==> src/rtl/alu_pkg.sv <==
// Shared ALU definitions: op codes (also used by decode ALU control), FSM states, default width.
package alu_pkg;
  localparam int XLEN_DEF = 32;

  localparam logic [4:0] ALU_ADD  = 5'd0;
  localparam logic [4:0] ALU_SUB  = 5'd1;
  localparam logic [4:0] ALU_SLL  = 5'd2;
  localparam logic [4:0] ALU_SLT  = 5'd3;
  localparam logic [4:0] ALU_SLTU = 5'd4;
  localparam logic [4:0] ALU_XOR  = 5'd5;
  localparam logic [4:0] ALU_SRL  = 5'd6;
  localparam logic [4:0] ALU_SRA  = 5'd7;
  localparam logic [4:0] ALU_OR   = 5'd8;
  localparam logic [4:0] ALU_AND  = 5'd9;
  localparam logic [4:0] ALU_MUL  = 5'd10;
  localparam logic [4:0] ALU_DIV  = 5'd11;

  typedef enum logic [1:0] {IDLE, MUL, DIV, DONE} state_e;
endpackage

==> src/rtl/alu_divider.sv <==
// Iterative signed restoring divider: XLEN iterations then one sign-fix cycle (done_o).
// Fast cases (x/0, MIN/-1) are flagged combinationally so the caller can skip the iteration.
module alu_divider
  import alu_pkg::*;
#(
  parameter int XLEN = XLEN_DEF
) (
  input  logic            clk,
  input  logic            rst,
  input  logic            start_i,
  input  logic [XLEN-1:0] a_i,
  input  logic [XLEN-1:0] b_i,
  output logic            fast_o,
  output logic [XLEN-1:0] fast_res_o,
  output logic            done_o,
  output logic [XLEN-1:0] quo_o
);
  localparam int CW = $clog2(XLEN) + 1;
  localparam logic [XLEN-1:0] MIN_NEG = {1'b1, {(XLEN-1){1'b0}}};

  logic            run_q, run_d, fix_q, fix_d, neg_q, neg_d;
  logic [XLEN-1:0] rem_q, rem_d, quo_q, quo_d, dvs_q, dvs_d;
  logic [CW-1:0]   cnt_q, cnt_d;
  logic [XLEN-1:0] a_mag, b_mag;
  logic [XLEN:0]   rem_sh, trial;

  assign fast_o     = (b_i == '0) | ((a_i == MIN_NEG) & (b_i == '1));
  assign fast_res_o = (b_i == '0) ? '1 : MIN_NEG;
  assign done_o     = fix_q;
  assign quo_o      = neg_q ? -quo_q : quo_q;

  always_comb begin
    run_d  = run_q;
    fix_d  = fix_q;
    neg_d  = neg_q;
    rem_d  = rem_q;
    quo_d  = quo_q;
    dvs_d  = dvs_q;
    cnt_d  = cnt_q;
    a_mag  = a_i[XLEN-1] ? -a_i : a_i;
    b_mag  = b_i[XLEN-1] ? -b_i : b_i;
    rem_sh = {rem_q, quo_q[XLEN-1]};
    trial  = rem_sh - {1'b0, dvs_q};
    if (start_i) begin
      run_d = 1'b1;
      fix_d = 1'b0;
      neg_d = a_i[XLEN-1] ^ b_i[XLEN-1];
      rem_d = '0;
      quo_d = a_mag;
      dvs_d = b_mag;
      cnt_d = CW'(XLEN);
    end else if (run_q) begin
      // Dividend bits shift out of quo_q's top as quotient bits shift into its bottom.
      if (!trial[XLEN]) begin
        rem_d = trial[XLEN-1:0];
        quo_d = {quo_q[XLEN-2:0], 1'b1};
      end else begin
        rem_d = rem_sh[XLEN-1:0];
        quo_d = {quo_q[XLEN-2:0], 1'b0};
      end
      cnt_d = cnt_q - 1'b1;
      if (cnt_q == CW'(1)) begin
        run_d = 1'b0;
        fix_d = 1'b1;
      end
    end else if (fix_q) begin
      fix_d = 1'b0;
    end
  end

  always_ff @(posedge clk) begin
    if (rst) begin
      run_q <= 1'b0;
      fix_q <= 1'b0;
      neg_q <= 1'b0;
      rem_q <= '0;
      quo_q <= '0;
      dvs_q <= '0;
      cnt_q <= '0;
    end else begin
      run_q <= run_d;
      fix_q <= fix_d;
      neg_q <= neg_d;
      rem_q <= rem_d;
      quo_q <= quo_d;
      dvs_q <= dvs_d;
      cnt_q <= cnt_d;
    end
  end
endmodule

==> src/rtl/alu_exec.sv <==
// Execute-stage ALU: 1-cycle logic/add/shift/compare, iterative MUL (XLEN+1) and DIV (XLEN+2).
// Result held in DONE until out_ready; in_ready only in IDLE, so the pipeline stalls on busy/held results.
module alu_exec
  import alu_pkg::*;
#(
  parameter int XLEN = XLEN_DEF
) (
  input  logic            clk,
  input  logic            rst,
  input  logic            in_valid,
  output logic            in_ready,
  input  logic [4:0]      alu_signal,
  input  logic [XLEN-1:0] src_a,
  input  logic [XLEN-1:0] src_b,
  output logic            out_valid,
  input  logic            out_ready,
  output logic [XLEN-1:0] result_o,
  output logic            zero_o,
  output logic            busy_o
);
  localparam int SHW = $clog2(XLEN);
  localparam int CW  = SHW + 1;

  state_e          state_q, state_d;
  logic [XLEN-1:0] result_q, result_d, acc_q, acc_d, mca_q, mca_d, mpb_q, mpb_d;
  logic [CW-1:0]   cnt_q, cnt_d;
  logic [XLEN-1:0] alu_res, acc_nxt, div_fast_res, div_quo;
  logic [SHW-1:0]  shamt;
  logic            accept, div_start, div_fast, div_done;

  assign in_ready  = (state_q == IDLE) & ~rst;
  assign accept    = in_valid & in_ready;
  assign out_valid = (state_q == DONE);
  assign busy_o    = (state_q == MUL) | (state_q == DIV);
  assign result_o  = result_q;
  assign zero_o    = (result_q == '0);
  assign shamt     = src_b[SHW-1:0];

  always_comb begin
    alu_res = '0;
    case (alu_signal)
      ALU_ADD:  alu_res = src_a + src_b;
      ALU_SUB:  alu_res = src_a - src_b;
      ALU_SLL:  alu_res = src_a << shamt;
      ALU_SLT:  alu_res[0] = $signed(src_a) < $signed(src_b);
      ALU_SLTU: alu_res[0] = src_a < src_b;
      ALU_XOR:  alu_res = src_a ^ src_b;
      ALU_SRL:  alu_res = src_a >> shamt;
      ALU_SRA:  alu_res = $unsigned($signed(src_a) >>> shamt);
      ALU_OR:   alu_res = src_a | src_b;
      ALU_AND:  alu_res = src_a & src_b;
      default:  alu_res = src_a + src_b;
    endcase
  end

  alu_divider #(.XLEN(XLEN)) u_div (
    .clk        (clk),
    .rst        (rst),
    .start_i    (div_start),
    .a_i        (src_a),
    .b_i        (src_b),
    .fast_o     (div_fast),
    .fast_res_o (div_fast_res),
    .done_o     (div_done),
    .quo_o      (div_quo)
  );

  always_comb begin
    state_d   = state_q;
    result_d  = result_q;
    acc_d     = acc_q;
    mca_d     = mca_q;
    mpb_d     = mpb_q;
    cnt_d     = cnt_q;
    div_start = 1'b0;
    acc_nxt   = mpb_q[0] ? acc_q + mca_q : acc_q;
    case (state_q)
      IDLE: begin
        if (accept) begin
          if (alu_signal == ALU_MUL) begin
            state_d = MUL;
            acc_d   = '0;
            mca_d   = src_a;
            mpb_d   = src_b;
            cnt_d   = CW'(XLEN);
          end else if (alu_signal == ALU_DIV) begin
            if (div_fast) begin
              result_d = div_fast_res;
              state_d  = DONE;
            end else begin
              div_start = 1'b1;
              state_d   = DIV;
            end
          end else begin
            result_d = alu_res;
            state_d  = DONE;
          end
        end
      end
      MUL: begin
        // Shift-add: multiplicand moves left, multiplier bits consumed from the LSB.
        acc_d = acc_nxt;
        mca_d = mca_q << 1;
        mpb_d = mpb_q >> 1;
        cnt_d = cnt_q - 1'b1;
        if (cnt_q == CW'(1)) begin
          result_d = acc_nxt;
          state_d  = DONE;
        end
      end
      DIV: begin
        if (div_done) begin
          result_d = div_quo;
          state_d  = DONE;
        end
      end
      DONE: begin
        if (out_ready) state_d = IDLE;
      end
      default: state_d = IDLE;
    endcase
  end

  always_ff @(posedge clk) begin
    if (rst) begin
      state_q  <= IDLE;
      result_q <= '0;
      acc_q    <= '0;
      mca_q    <= '0;
      mpb_q    <= '0;
      cnt_q    <= '0;
    end else begin
      state_q  <= state_d;
      result_q <= result_d;
      acc_q    <= acc_d;
      mca_q    <= mca_d;
      mpb_q    <= mpb_d;
      cnt_q    <= cnt_d;
    end
  end
endmodule

==> config.mk <==
export PLATFORM = sky130hd
export DESIGN_NAME = alu_exec
export DESIGN_NICKNAME = d
export VERILOG_FILES = /design/src/rtl/alu_pkg.sv /design/src/rtl/alu_divider.sv /design/src/rtl/alu_exec.sv
export SDC_FILE = /design/constraint.sdc
export NUM_CORES = 1
export LEC_CHECK = 0
export CORE_ASPECT_RATIO = 0.5
export CORE_MARGIN = 3
export CORE_UTILIZATION = 30
export DETAILED_ROUTE_END_ITERATION = 8
export GPL_TIMING_DRIVEN = 1
export SETUP_SLACK_MARGIN = 0.2
export SLEW_MARGIN = 15
export SYNTH_ARGS = -nofsm -noshare
export SYNTH_HDL_FRONTEND = slang
export SYNTH_SLANG_ARGS = --single-unit
==> constraint.sdc <==
create_clock -name clk -period 5.1 [get_ports clk]
set_input_delay 0.51 -clock clk [delete_from_list [all_inputs] [get_ports clk]]
set_output_delay 0.51 -clock clk [all_outputs]
set_load 0.05 [all_outputs]
---- Yosys cells after proc, flatten, opt, wreduce, memory -nomap -nowiden ----
Index checks and enable logic that the tools add are counted.
operators by class
  add/subtract/negate cells ............... 9
  order comparisons ....................... 2
  equal/unequal tests ..................... 25
  shift operators ......................... 3
  mux-type cells .......................... 48
  bitwise gates (word level) .............. 11
  reduce and logical (&&, ||, !) cells .... 12
operators with widths
  kind                    count
  $mux W32                19
  $pmux W31 S8            1
  $pmux W32 S2            3
  $neg A32 Y32            3
  $pmux W32 S3            1
  $add A32 B32 Y32        2
  $eq A32 B32 Y1 const B  2
  $logic_not A32 Y1       2
  $lt A32 B32 Y1          2
  $sub A33 B32 Y33        1
  $and A32 B32 Y32        1
  $or A32 B32 Y32         1
  $shl A32 B5 Y32         1
  $shr A32 B5 Y32         1
  $sshr A32 B5 Y32        1
  $sub A32 B32 Y32        1
  $xor A32 B32 Y32        1
  $mux W31                1
  $mux W6                 4
  $eq A5 B3 Y1 const B    4
  $eq A5 B4 Y1 const B    4
  $eq A6 B1 Y1 const B    2
  $mux W2                 6
  $pmux W6 S2             1
  other kinds (23)        45
word-level totals
  flip-flop bits (word level) ............. 241
  input port bits ......................... 73
  word-level logic and storage cells ...... 124

---- Depth between registers and ports, before layout ----
  word-level depth ........................ 9
  depth in mapped cells ................... 17
  mapped depth without buffers ............ 14

---- Hierarchy ----
Synthesis repeated with hierarchy kept, for this count alone.
unflattened totals
  cell total of the unflattened synthesis .. 3381
  area total of the unflattened synthesis .. 25598.3 um^2
by module, submodules not included
  module       instances  cells each  area an instance (um^2)  sequential area each (um^2)
  alu_exec     1          2319        17257.8                  2722.6
  alu_divider  1          1062        8340.5                   2102.0

---- Least setup slack after synthesis ----
Ideal clock, no wire load.
  path kind ............................... in2reg
  start point ............................. in src_b[2]
  end point ............................... reg result_q[20] (netlist: result_o[20])
  library setup time ...................... 0.133 ns
  data arrival time ....................... 4.637 ns
  data required time ...................... 4.967 ns
  setup slack ............................. 0.330 ns
  cell stages on the path ................. 17
  buffers on the path ..................... 4
  cells stage by stage .................... buf_6 inv_2 buf_1 buf_1 clkbuf_1 ha_1 nor2b_1 o31a_1 o41a_1 a221oi_1 o21ai_0 and2_1 o31ai_1 xor2_1 o221ai_1 a221oi_1 nor3_1
between the ends
  word-level cells in the longest chain between the ends .. 7
  elaborated cells between the ends (all ways) .. 18
  classes of those cells .................. add/sub (2); eq/ne (2); shift (3); mux (7); bitwise (2); reduce/logical (2)
RTL lines
  element                                                                   line             text
  from (decl)                                                               alu_exec.sv:14   input logic [XLEN-1:0] src_b,
  parallel branches: the longest is 7 deep, another holds $add A32 B32 Y32  n/a
  to (signal assigned)                                                      alu_exec.sv:134  result_q <= result_d;
  to (decl)                                                                 alu_exec.sv:25   logic [XLEN-1:0] result_q, result_d, acc_q, acc_d, mca_q, mca_d, mpb_q, mpb_d;
Several ways; the timed one is not identified. The select of a mux whose other input is x is not followed.
A chain may end at the register's enable or synchronous reset.

---- Worst setup path in the final report ----
  start point ............................. in src_a[1]
  end point ............................... reg result_q[19] (netlist: result_o[19])
between the ends
  word-level cells in the longest chain between the ends .. 6
  elaborated cells between the ends (all ways) .. 15
  classes of those cells .................. add/sub (2); eq/ne (2); shift (3); mux (5); bitwise (2); reduce/logical (1)
RTL lines
  element                                         line                            text
  from (decl)                                     alu_exec.sv:13                  input logic [XLEN-1:0] src_a,
  $add A32 B32 Y32, or another cell as far along  alu_exec.sv:42, alu_exec.sv:52
  $pmux W31 S8                                    alu_exec.sv:41                  case (alu_signal)
  $mux W32                                        alu_exec.sv:86                  end else if (alu_signal == ALU_DIV) begin
  $mux W32                                        alu_exec.sv:80                  if (alu_signal == ALU_MUL) begin
  $mux W32                                        alu_exec.sv:79                  if (accept) begin
  $pmux W32 S3                                    alu_exec.sv:77                  case (state_q)
Several ways; a longest one is shown, not always the timed one. The select of a mux whose other input is x is not followed.

==> results.toml <==
[die]
rows = 73
io_pins = 109
die_w_um = 410.3
initial_utilization_pct = 30.57
core_area_um2 = 80190
fp.dieH_um = 208.1
die-area_um2 = 85390

[timing]
setup_tns_ns = 0
fin_skew_ns = 0.02693
rsz0062_at_grt = "false"
fmax_ghz = 0.2161
finalCriticalPeriod_ns = 4.627
worst_pin_slew_ns = 1.159
slew_headroom_pct = 22.76
finalSetupViolCount = 0
finalHoldViolCount = 0
maxSlewViolCount = 0
period_share_pct = 90.73

[clocking]
cts_setup_buffers = 0
cts.sinks = 241
worstSkewPairLatency_ns = 0.60
cts_made_buffers = 28
ctsRootBufferMaster = "clkbuf_16"
htree_levels = 1
cts-resized-gates = 0
cts_tree = "done"
clockBufferDepth = 3
path_clk_slew_ns = 0.07
hold_buffers = 0

[place]
place_hpwl_um = 83450
place_area_um2 = 27070
place.gp.congestion = 1.024
io_buffers = 108

[power_and_ir_drop]
p_leak_uw = 0.01060
ir_drop_mv = 0.2664
p_per_area_nw_per_um2 = 334.3

[global_routing]
antenna_found_initial = 12
grt-ovfl-total = 0
grt_pass1_wl_um = 158600
grt_pass1_vias = 23977
grt_start_max_net_pins = 83
track_usage_pct = 24.10

[synth]
synthXorXnorAreaFrac_pct = 6.364
synth_top_family_by_area = "compound AO/OA/AOI/OAI gates"
synth-seq-cells = 241
yosysMostFrequentCell = "nor2_1"
yosys.area.top_type = "dfxtp_1"
yosysTopAreaCellShare_pct = 19.68
synth.distinct_cells = 94
synthMuxAreaShare_pct = 12.67
synth-simple-area-share_pct = 18.56
synth_area_leaders = "dfxtp_1, ha_1, mux2i_1, mux4_2, nor2_1"
synth-compound-area-share_pct = 27.21
syn_area_um2 = 24520
ys_warn_count = 0
synth_area_per_cell_um2 = 7.673
syn-num-nets = 3444
synth-adder-area-share_pct = 9.105
async_flop_share_pct = 0
seq_area_frac_synth_pct = 19.68
syn_inst = 3195
ys.flop_type = "dfxtp_1"
ys_top_cells_by_count = "nor2_1, nand2_1, dfxtp_1"
synth_edf_count = 0

[routing]
dr.pass1.iters = 8
wl_per_cell_um = 24.85
drt_wl_total_um = 107500
vias = 25691
ant_nets = 0
drt_iter0_markers = 3008
routed_via_density = 5.937
drc = 0

[job]
maxCapViolCount = 0

[run_status]
outcome = "finished, final reports clean"

[finish]
regArea_um2 = 4830
final_cell_area_um2 = 28070
drive_gt1_share_pct = 10.06
area_growth_pct = 14.50
fillers = 8513
final_net_count = 3466
multi_input_area_um2 = 18160

[critical_path]
crit_type = "in2reg"
crit_chain = "clkdlybuf4s50_1 > inv_1 > ha_1 > or3b_2 > nor4_2 > nand3_1 > nor3_1 > nor4_2 > or4_4 > nor2_2 > o211ai_1 > a221oi_1"
rr_startpoint = "u_div.quo_q[31]"
worstPathMaxFanout = 31
required_ns = 5.60
crit_start = "src_a[1]"
max_stage_delay_ns = 0.74
cpMostUsedCell = "nor4_2"
slowest_stage = "or4_4"
ff2ff_setup_slack_ns = 0.67
crit_path_end_kind = "register"
crit_path_start_kind = "primary input"
arrival_ns = 5.13

[worst_hold_path]
min-delay-start = "rst"
hold_path.class = "in2reg"
==> metal layers <==
layer  wire length (um)  vias up  GRT usage (%)
met2              45070     1194          35.89
met1              47850    12506          34.06
met4               4313       12          8.333
met5                 82        -              0
li1                   -    11762              -
met3              10200      217          5.310
==> per-stage QoR <==
| stage | util (%) | power, uW | hold WS, ns | cells | setup WS, ns |
|---|---|---|---|---|---|
| 2_1_floorplan | - | 5302 | 0.4316 | 3195 | 0.3301 |
| 3_3_place_gp | 33.75 | 7032 | 0.4508 | 4274 | 0.1785 |
| 3_5_place_dp | 33.75 | 7064 | 0.4599 | 4274 | 0.07643 |
| 4_1_cts | 35.00 | 9319 | 0.3538 | 4326 | 0.6449 |
| 5_1_grt | 35.00 | 9752 | 0.4003 | 4327 | 0.3124 |
| 6_report | 35.00 | 9385 | 0.3797 | 4327 | 0.4726 |
==> layout make-up <==
cell class	count	share of cell area [%]
flip-flops and latches	241	17.20
inverters	155	2.073
well taps	1087	4.845
multi-input cells	2550	64.71
diodes	1	0.008914
clock buffers	36	2.857
repair buffers	241	7.590
clock inverters	16	0.7131
==> path summary, 6_finish.rpt <==
check,end,cells after the start
worst max-delay path,result_o[19],12
worst min-delay path,u_div.dvs_q[31],2
worst max register to register,u_div.rem_q[26],15
worst min register to register,u_div.dvs_q[0],2
==> logic make-up (layout without fill, tap and decap cells) <==
logic type,after synthesis,in the layout
AO/OA/AOI/OAI,1001,1001
XOR/XNOR,176,176
adder cells (fa/ha/maj),176,176
buffers and inverters,404,448
flip-flops,241,241
multiplexers,230,230
other,0,1
AND/OR/NAND/NOR,967,967
==> cells in the final DEF (no fill, tap or decap), types with 129 or more instances in the layout <==
cell,Yosys,final
nor2_1,377,377
nand2_1,250,249
dfxtp_1,241,239
a21oi_1,232,232
o21ai_0,202,202
ha_1,172,171
a211oi_1,169,169
mux2i_1,155,155
inv_1,148,148
buf_4,4,129
==> state kept, by name, indices dropped and copies added, names as in the netlist <==
signal and count:
acc_q 32, mca_q 32, mpb_q 32, result_o 32, u_div.dvs_q 32, u_div.quo_q 32, u_div.rem_q 32, cnt_q 6
u_div.cnt_q 6, state_q 2, u_div.done_o 1, u_div.neg_q 1, u_div.run_q 1
==> worst max-delay path: cells and delay by family <==
kind | cells | cell delay (ns)
AND/OR/NAND/NOR | 7 | 3.18
adder cells (fa/ha/maj) | 1 | 0.24
buffers and inverters | 2 | 0.73
AO/OA/AOI/OAI | 2 | 0.43
==> report_power, final <==
group,internal [uW],total (uW),switching (uW)
registers,2120,2490,362
clock network,1320,2230,919
logic,1620,4670,3050
total,5060,9390,4330
No activity file was read; power rests on OpenSTA's default activity.
